File: src/rtl/fetch_pc_unit.sv
// -----------------------------------------------------------------------------
// fetch_pc_unit
//
// Program counter and fetch control for the single-cycle MIPS datapath. The PC
// addresses a combinational instruction memory, and the returned word comes
// back in the same cycle. The next PC is chosen from the sequential, branch,
// jump and jump-register targets. The unit stops on a halt sentinel, faults on
// a misaligned or out-of-range next PC, and counts PC updates.
//
// Ports
//   clk            rising-edge clock
//   reset          synchronous, active-high reset
//   stall          hold PC and drop any redirect this cycle
//   branch_taken   take PC-relative branch (branch_offset in words)
//   branch_offset  sign-extended 16-bit immediate
//   jump           J/JAL absolute jump using jump_index
//   jump_index     instr[25:0] of the jump
//   jump_reg       JR/JALR jump to jump_reg_addr
//   jump_reg_addr  register target
//   imem_instr     instruction word for imem_addr
//   imem_addr      current PC (combinational)
//   pc_plus4       PC + 4 (combinational)
//   instr          imem_instr while running, otherwise NOP
//   instr_valid    high in RUN
//   halted         high in HALT
//   fault          high in FAULT
//   fault_addr     rejected next PC, captured on fault entry
//   fetch_count    saturating count of PC updates since reset
// -----------------------------------------------------------------------------
module fetch_pc_unit #(
    parameter logic [31:0] RESET_PC   = 32'h0000_0000,
    parameter int unsigned IMEM_BYTES = 1024,
    parameter logic [31:0] HALT_WORD  = 32'hFFFF_FFFF
) (
    input  logic        clk,
    input  logic        reset,
    input  logic        stall,
    input  logic        branch_taken,
    input  logic [31:0] branch_offset,
    input  logic        jump,
    input  logic [25:0] jump_index,
    input  logic        jump_reg,
    input  logic [31:0] jump_reg_addr,
    input  logic [31:0] imem_instr,
    output logic [31:0] imem_addr,
    output logic [31:0] pc_plus4,
    output logic [31:0] instr,
    output logic        instr_valid,
    output logic        halted,
    output logic        fault,
    output logic [31:0] fault_addr,
    output logic [31:0] fetch_count
);

    localparam logic [31:0] IMEM_LIMIT = 32'(IMEM_BYTES);

    typedef enum logic [1:0] {
        ST_RUN   = 2'd0,
        ST_HALT  = 2'd1,
        ST_FAULT = 2'd2
    } state_t;

    state_t      state, state_next;
    logic [31:0] pc, pc_next;
    logic [31:0] fault_addr_next;
    logic [31:0] count_next;

    logic [31:0] seq_target;
    logic [31:0] br_target;
    logic [31:0] j_target;
    logic [31:0] target;
    logic        target_bad;

    // Candidate targets. All arithmetic wraps modulo 2^32.
    assign seq_target = pc + 32'd4;
    assign br_target  = seq_target + {branch_offset[29:0], 2'b00};
    assign j_target   = {seq_target[31:28], jump_index, 2'b00};

    // Redirect priority: jump_reg > jump > branch > sequential.
    always_comb begin
        if (jump_reg)
            target = jump_reg_addr;
        else if (jump)
            target = j_target;
        else if (branch_taken)
            target = br_target;
        else
            target = seq_target;
    end

    // The fault check looks only at the selected candidate. It never feeds
    // back into the selection, so the PC path has no combinational loop.
    assign target_bad = (target[1:0] != 2'b00) || (target >= IMEM_LIMIT);

    always_comb begin
        // NOTE: every variable gets a default before any branch. Otherwise a
        // path that leaves one unassigned would infer a latch.
        state_next      = state;
        pc_next         = pc;
        fault_addr_next = fault_addr;
        count_next      = fetch_count;

        if (state == ST_RUN && !stall) begin
            if (imem_instr == HALT_WORD) begin
                state_next = ST_HALT;
            end else if (target_bad) begin
                state_next      = ST_FAULT;
                fault_addr_next = target;
            end else begin
                pc_next = target;
                if (fetch_count != 32'hFFFF_FFFF)
                    count_next = fetch_count + 32'd1;
            end
        end
        // HALT and FAULT are absorbing: the defaults keep everything frozen.
    end

    // NOTE: sequential state uses non-blocking assignments, so every register
    // samples pre-edge values no matter how the statements are ordered.
    always_ff @(posedge clk) begin
        if (reset) begin
            state       <= ST_RUN;
            pc          <= RESET_PC;
            fault_addr  <= 32'h0000_0000;
            fetch_count <= 32'h0000_0000;
        end else begin
            state       <= state_next;
            pc          <= pc_next;
            fault_addr  <= fault_addr_next;
            fetch_count <= count_next;
        end
    end

    assign imem_addr   = pc;
    assign pc_plus4    = seq_target;
    assign instr_valid = (state == ST_RUN);
    assign halted      = (state == ST_HALT);
    assign fault       = (state == ST_FAULT);
    assign instr       = instr_valid ? imem_instr : 32'h0000_0000;

endmodule

File: config.mk
export PLATFORM = sky130hd
export DESIGN_NAME = fetch_pc_unit
export DESIGN_NICKNAME = d
export VERILOG_FILES = /design/src/rtl/fetch_pc_unit.sv
export SDC_FILE = /design/constraint.sdc
export NUM_CORES = 1
export LEC_CHECK = 0
export ABC_CLOCK_PERIOD_IN_PS = 10700
export BUFFER_PORTS_ARGS = -buffer_cell sky130_fd_sc_hd__buf_2
export CAP_MARGIN = 20
export CORE_MARGIN = 2
export CORE_UTILIZATION = 25
export DETAILED_ROUTE_END_ITERATION = 16
export GPL_TIMING_DRIVEN = 0
export SLEW_MARGIN = 5
export SYNTH_ARGS = -nofsm -noshare
export SYNTH_HDL_FRONTEND = slang
export SYNTH_SLANG_ARGS = --single-unit
File: constraint.sdc
create_clock -name clk -period 10.7 [get_ports clk]
set_clock_uncertainty 0.1 [all_clocks]
set_input_delay 2.14 -clock clk [delete_from_list [all_inputs] [get_ports clk]]
set_output_delay 2.14 -clock clk [all_outputs]
set_load 0.01 [all_outputs]
==> results of run 1 <==
[where the power goes]
| group | internal, µW | total (µW) | switching (µW) |
|---|---|---|---|
| Combinational | 74.1 | 196 | 122 |
| Sequential | 373 | 377 | 4.33 |
| Clock | 212 | 367 | 155 |
| Total | 659 | 941 | 282 |
[how the worst max path moves through the flow]
| stage | from | to | slack (ns) | cells past startpoint |
|---|---|---|---|---|
| after floorplan | branch_offset[0] | fetch_count[10] | 4.99 | 13 |
| final | imem_addr[2] | fetch_count[10] | 3.75 | 17 |
| after global placement | branch_offset[8] | fetch_count[10] | 3.54 | 13 |
| after global routing | imem_addr[2] | imem_addr[31] | 3.53 | 18 |
| after CTS | imem_addr[2] | fetch_count[10] | 3.89 | 17 |
| after detailed placement | branch_offset[8] | fetch_count[5] | 3.60 | 13 |
[through the flow]
| stage | instance area, µm² | cells | setup WS (ns) | utilization [%] | hold slack (ns) |
|---|---|---|---|---|---|
| 2_1_floorplan | 7790 | 1025 | 4.99 | - | 0.373 |
| 3_3_place_gp | 9720 | 1707 | 3.54 | 31.7 | 0.343 |
| 3_5_place_dp | 9730 | 1709 | 3.60 | 31.7 | 0.344 |
| 4_1_cts | 10100 | 1724 | 3.89 | 32.8 | 0.353 |
| 5_1_grt | 10100 | 1725 | 3.53 | 32.8 | 0.372 |
| 6_report | 10100 | 1725 | 3.75 | 32.8 | 0.352 |
[flip-flops by register name, summed over array words and instances (netlist names)]
register     cells
imem_addr       32
state            2
fetch_count     32
fault_addr      32
[metal layers]
layer	up-vias	track usage, %	part of all wire, %
li1	4370	-	-
met1	4336	27.0	44
met2	389	34.9	47
met3	59	3.48	6.0
met4	0	8.39	3.5
met5	-	0	0
[placed cells by master, fill, tap and decap left out, types with 18 or more instances in the layout]
cell type,instances
xnor2_1,20
nand3_1,35
clkbuf_1,49
inv_1,27
mux2i_1,45
a21oi_1,67
nor3_1,26
o21ai_0,44
nand4_1,38
nand2_1,77
and3_1,18
nor2_1,117
dfxtp_1,98
ha_1,33
and2_1,59
buf_2,291
[critical path, cell delays in order, from the launching register on]
cell and delay [ns]:
dfxtp_1 0.39, ha_1 0.25, nand3_1 0.24, clkbuf_1 0.56, nor2_1 0.14, xnor2_1 0.49, ha_1 0.20, clkbuf_1 0.29
nand2_1 0.13, nor4_1 0.76, nor2_1 0.18, o21ai_0 0.57, o311ai_0 0.47, nor4_1 0.65, nand4_2 0.35, nor3_4 0.47
nor3b_2 0.24, mux2_1 0.33
[kinds of logic (layout without fill, tap and decap cells)]
logic type                 count (synthesis)  after routing  share of synthesized area [%]
AOI/OAI and AO/OA                        240            240                           20.6
DFF                                       98             98                           25.2
muxes                                     57             57                           7.51
adders and majority gates                 34             34                           5.55
buffers and inverters                     89            392                           4.78
other                                      0              1                              0
xor gates and xnor gates                  36             36                           4.04
and+or+nand+nor                          471            471                           32.4
[final cells by class]
class,count,area [µm²]
timing repair buffer,288,1440
buffer,62,272
sequential,98,1960
multi-input combinational,838,5460
clock buffer,10,239
fill,3342,20600
antenna,1,2.50
tap,396,495
inverter,27,101
clock inverter,5,85.1
==> qor.yml, run 1 <==
io_pins: 291
synth_common_cells: "117 x nor2_1, 98 x dfxtp_1, 77 x nand2_1, 67 x a21oi_1, 59 x and2_1"
min_period_over_period_pct: 64.9
synth-seq-cells: 98
synth_flop_cell: "dfxtp_1"
syn-num-nets: 1187
syn_area_per_cell_um2: 7.60
setup-violations-final: 0
grt_setup_unrepaired: "false"
area_growth_pct: 29.0
fin_setup_tns_ns: 0
hp-class: "flop to flop"
vias_per_cell: 5.31
netlist_top_cells_area: "dfxtp_1 25%, mux2i_1 5.8%, nor2_1 5.6%, ha_1 5.3%, and2_1 4.7%"
ant_nets: 0
cts_buffers: 9
yosysSeqAreaShare_pct: 25.2
synth_area_leader_cell: "dfxtp_1"
fin_crit_ns: 6.95
post-route-drc-count: 0
drv_slew: 0
dieArea_um2: 32600
hold_path_depth: 2
power_leakage_uw: 0.00466
vdd_drop_max_mv: 0.0753
hold_start: "fault_addr[20]"
core_um2: 30700
max_freq_ghz: 0.144
drt_wl_total_um: 35100
synth_area_um2: 7790
final_hold_viol_count: 0
synth_edf_count: 0
synth_top_area_share_pct: 25.2
async_flop_share_pct: 0
cp-start-kind: "flop"
grt_pass1_vias: 8652
crit_arrival_ns: 7.10
drv_cap: 0
h-tree-depth: 3
gr-total-overflow: 0
place.gp.congestion: 0.933
timing.rr.start: "imem_addr[2]"
cp_data_required_time_ns: 10.85
hpwlAfterDp_um: 28900
rr_worst_depth: 17
hold-path-endpoint: "fault_addr[20]"
clockBufferDepth: 2
synthCells: 1025
die_y_um: 181
wire_per_inst_um: 20.3
grt_usage_pct: 21.0
insertion_delay_ns: 0.36
worst_pin_slew_ns: 1.00
chipWidth_um: 181
slew_headroom_pct: 32.2
cp-end-kind: "flop"
rows: 64
crit_type: "flop to flop"
clk_pin_slew_worst_paths_ns: 0.07
reg2reg_setup_slack_ns: 3.75
powerDensity_nw_per_um2: 93.5
synth_most_common_cell: "nor2_1"
drt_iter0_drc: 710
grt_max_degree: 17
power_uw: 941
cts_resized: 0
cts_tree: "built"
ys_types: 83
grt_pass1_wl_um: 52300
drtPass1Iterations: 5
cts_hold_buf: 0
status: "complete, no violations"
drive_above_1_share_pct: 25.9
route.vias.total: 9154
postCtsSetupBuffers: 0
cp_max_fo: 10
yosysWarnings: 0
final_nets: 1486
cts.sinks: 98
r2r-end: "fetch_count[10]"
antenna_found_initial: 1
initial_utilization_pct: 25.4
portBuffers: 286
cts-root-buf: "clkbuf_16"
Power figures use the tool's default switching activity.
==> run 2: changes to the inputs <==
- ABC_CLOCK_PERIOD_IN_PS: 10700 -> 6100
- clock period: 10.7 -> 6.1 ns (I/O delays scaled with it)
==> run 2 against run 1 <==
Wire length grew 0.94%; die area is the same; clock-buffer cell count is the same; sequential power grew 76%; non-clock buffer count grew 8; highest routed layer unchanged; cell count grew 0.46%; critical path depth grew 1; first-iteration DRC count shrank 0.70%; setup slack lost 3.5 ns; combinational power grew 78%; sequential share of layout area shrank 0.30 points; total power grew 76%.
==> qor.yml, run 2 (same netlist as run 1, synthesis figures left out) <==
cts_hold_buf: 0  # unchanged
area_growth_pct: 31.2
insertion_delay_ns: 0.37  # about the same
drt_wl_total_um: 35400  # +0.94%
antenna_found_initial: 1  # unchanged
power_frac_clock_pct: 39.0  # about the same
gr-total-overflow: 0  # unchanged
hold_ws_ns: 0.352  # -0.000120 ns
layout_commonest_cell: "buf_2"
grt_pass1_wl_um: 52400  # +0.25%
cp-end-kind: "flop"
final_cells: 1733  # +0.46%
p_switching_uw: 499  # +77%
grt_usage_pct: 21.0  # +0.068 points
drv_slew: 0  # unchanged
hp-class: "flop to flop"
cts-root-buf: "clkbuf_16"
cp-startpoint: "imem_addr[2]"
place_ws_ns: -0.677  # -4.28 ns
vdd_drop_max_mv: 0.136  # +80%
initial_utilization_pct: 25.4  # unchanged
path_cells: "ha_1 -> nand3_1 -> clkbuf_2 -> nor2_1 -> xnor2_1 -> ha_1 -> clkbuf_1 -> nand2_1 -> nor4_4 -> nor2_1 -> o21ai_1 -> o311ai_0 -> nor4_2 -> nand4_2 -> nor3_4 -> buf_4 -> nand3_1 -> mux2_1"
vias_per_cell: 5.32  # +0.26%
cp_max_fo: 10  # unchanged
placedCellCount: 1709  # unchanged
timing.rr.start: "imem_addr[2]"
p_comb_share_pct: 21.0  # about the same
fin_util_pct: 33.4  # +0.56 points
slowest_delay_ns: 0.51  # -0.25 ns
hold_start: "fault_addr[20]"
p_seq_share_pct: 39.9  # -0.2 points
portBuffers: 286  # unchanged
slew_headroom_pct: 24.9  # -7.4 points
place.gp.congestion: 0.933  # unchanged
dieArea_um2: 32600  # unchanged
rows: 64  # unchanged
final_nets: 1494  # +0.54%
io_pins: 291  # unchanged
crit_type: "flop to flop"
cp_data_required_time_ns: 6.25  # -4.60 ns
ant_nets: 0  # unchanged
wire_per_inst_um: 20.4  # +0.48%
clk_pin_slew_worst_paths_ns: 0.07  # about the same
h-tree-depth: 3  # unchanged
final_hold_viol_count: 0  # unchanged
setup-violations-final: 0  # unchanged
cts_tree: "built"
clockBufferDepth: 2  # unchanged
drv_cap: 0  # unchanged
status: "complete, no violations"
fin_crit_ns: 5.87  # -1.08 ns
route.vias.total: 9220  # +0.72%
fillers: 3326  # -0.48%
grt_max_degree: 17  # unchanged
cts.sinks: 98  # unchanged
worst_pin_slew_ns: 1.11  # +0.109 ns
p_int_uw: 1160  # +76%
max_freq_ghz: 0.170  # +18%
chipWidth_um: 181  # unchanged
power_leakage_uw: 0.00474  # +1.7%
drt_iter0_drc: 705  # -0.70%
sw_frac_of_total_pct: 30.1  # +0.19 points
drive_above_1_share_pct: 27.8  # +1.9 points
setup_ws_ns: 0.233  # -3.52 ns
die_y_um: 181  # unchanged
core_um2: 30700  # unchanged
powerDensity_nw_per_um2: 162  # +73%
grt_pass1_vias: 8684  # +0.37%
min_period_over_period_pct: 96.2  # +31 points
post-route-drc-count: 0  # unchanged
layout_common_cells: "290 x buf_2, 115 x nor2_1, 96 x dfxtp_1"
hpwlAfterDp_um: 28900  # unchanged
cts_buffers: 9  # unchanged
cp-start-kind: "flop"
crit_arrival_ns: 6.02  # -1.08 ns
cp_slowest_cell: "nor4_2"
drtPass1Iterations: 5  # unchanged
run 2: cell count changes in the layout (fill, tap and decap cells not counted), moves of 4 or more:
cell,change
buf_4,+8
nor4_1,-7
nor4_2,+5
o21ai_0,-4
o21ai_1,+4
run 2: repair_timing:
action,CTS,global route
gates cloned,0,0
buffers inserted,3,5
pin swaps,1,3
gates resized for setup,10,17
endpoints found under the setup margin,96,96
run 2: critical path, delay by kind of cell (launching register included):
family / cells / cell delay [ns]
compound gates: 2 / 0.84
fa+ha+maj: 2 / 0.56
buf+inv: 3 / 0.86
xor+xnor: 1 / 0.19
simple gates: 9 / 2.38
mux: 1 / 0.32
flops: 1 / 0.49
run 2: power groups by stage:
| stage | clock network, µW | registers (µW) | logic (µW) |
|---|---|---|---|
| floorplan | 0 | 683 | 176 |
| global placement | 0 | 676 | 341 |
| detailed placement | 0 | 677 | 343 |
| CTS | 657 | 662 | 346 |
| global route | 682 | 664 | 380 |
| finish | 646 | 662 | 348 |
run 2: final timing paths:
path	to	slack, ns	cells after the start
setup reg to reg	fetch_count[24]	0.23	18
setup / recovery	fetch_count[24]	0.23	18
hold reg to reg	fault_addr[20]	0.35	2
hold / removal	fault_addr[20]	0.35	2
run 2: metrics by stage:
step	power (µW)	TNS [ns]	cell area, µm²
after global placement	1020	-58.99	9720
after CTS	1660	0	10100
after global routing	1730	-0.199	10200
after detailed placement	1020	-45.08	9730
final	1660	0	10200
after floorplan	859	0	7790
run 2: layout make-up:
type	instances	area [µm²]	share of cell area (%)
multi-input combinational	838	5560	54.4
sequential	98	1960	19.2
timing repair buffer	296	1500	14.7
tap	396	495	4.84
buffer	62	277	2.70
clock buffer	10	239	2.34
inverter	27	101	0.991
clock inverter	5	85.1	0.832
antenna	1	2.50	0.0245
run 2: routing by layer:
layer	share of wire [%]	global-route usage (%)	wire length, µm	vias up
met4	3.5	8.94	1240	0
met3	7.0	3.52	2480	59
li1	-	-	-	4397
met5	0	0	0	-
met1	43	26.9	15300	4342
met2	46	34.9	16400	422
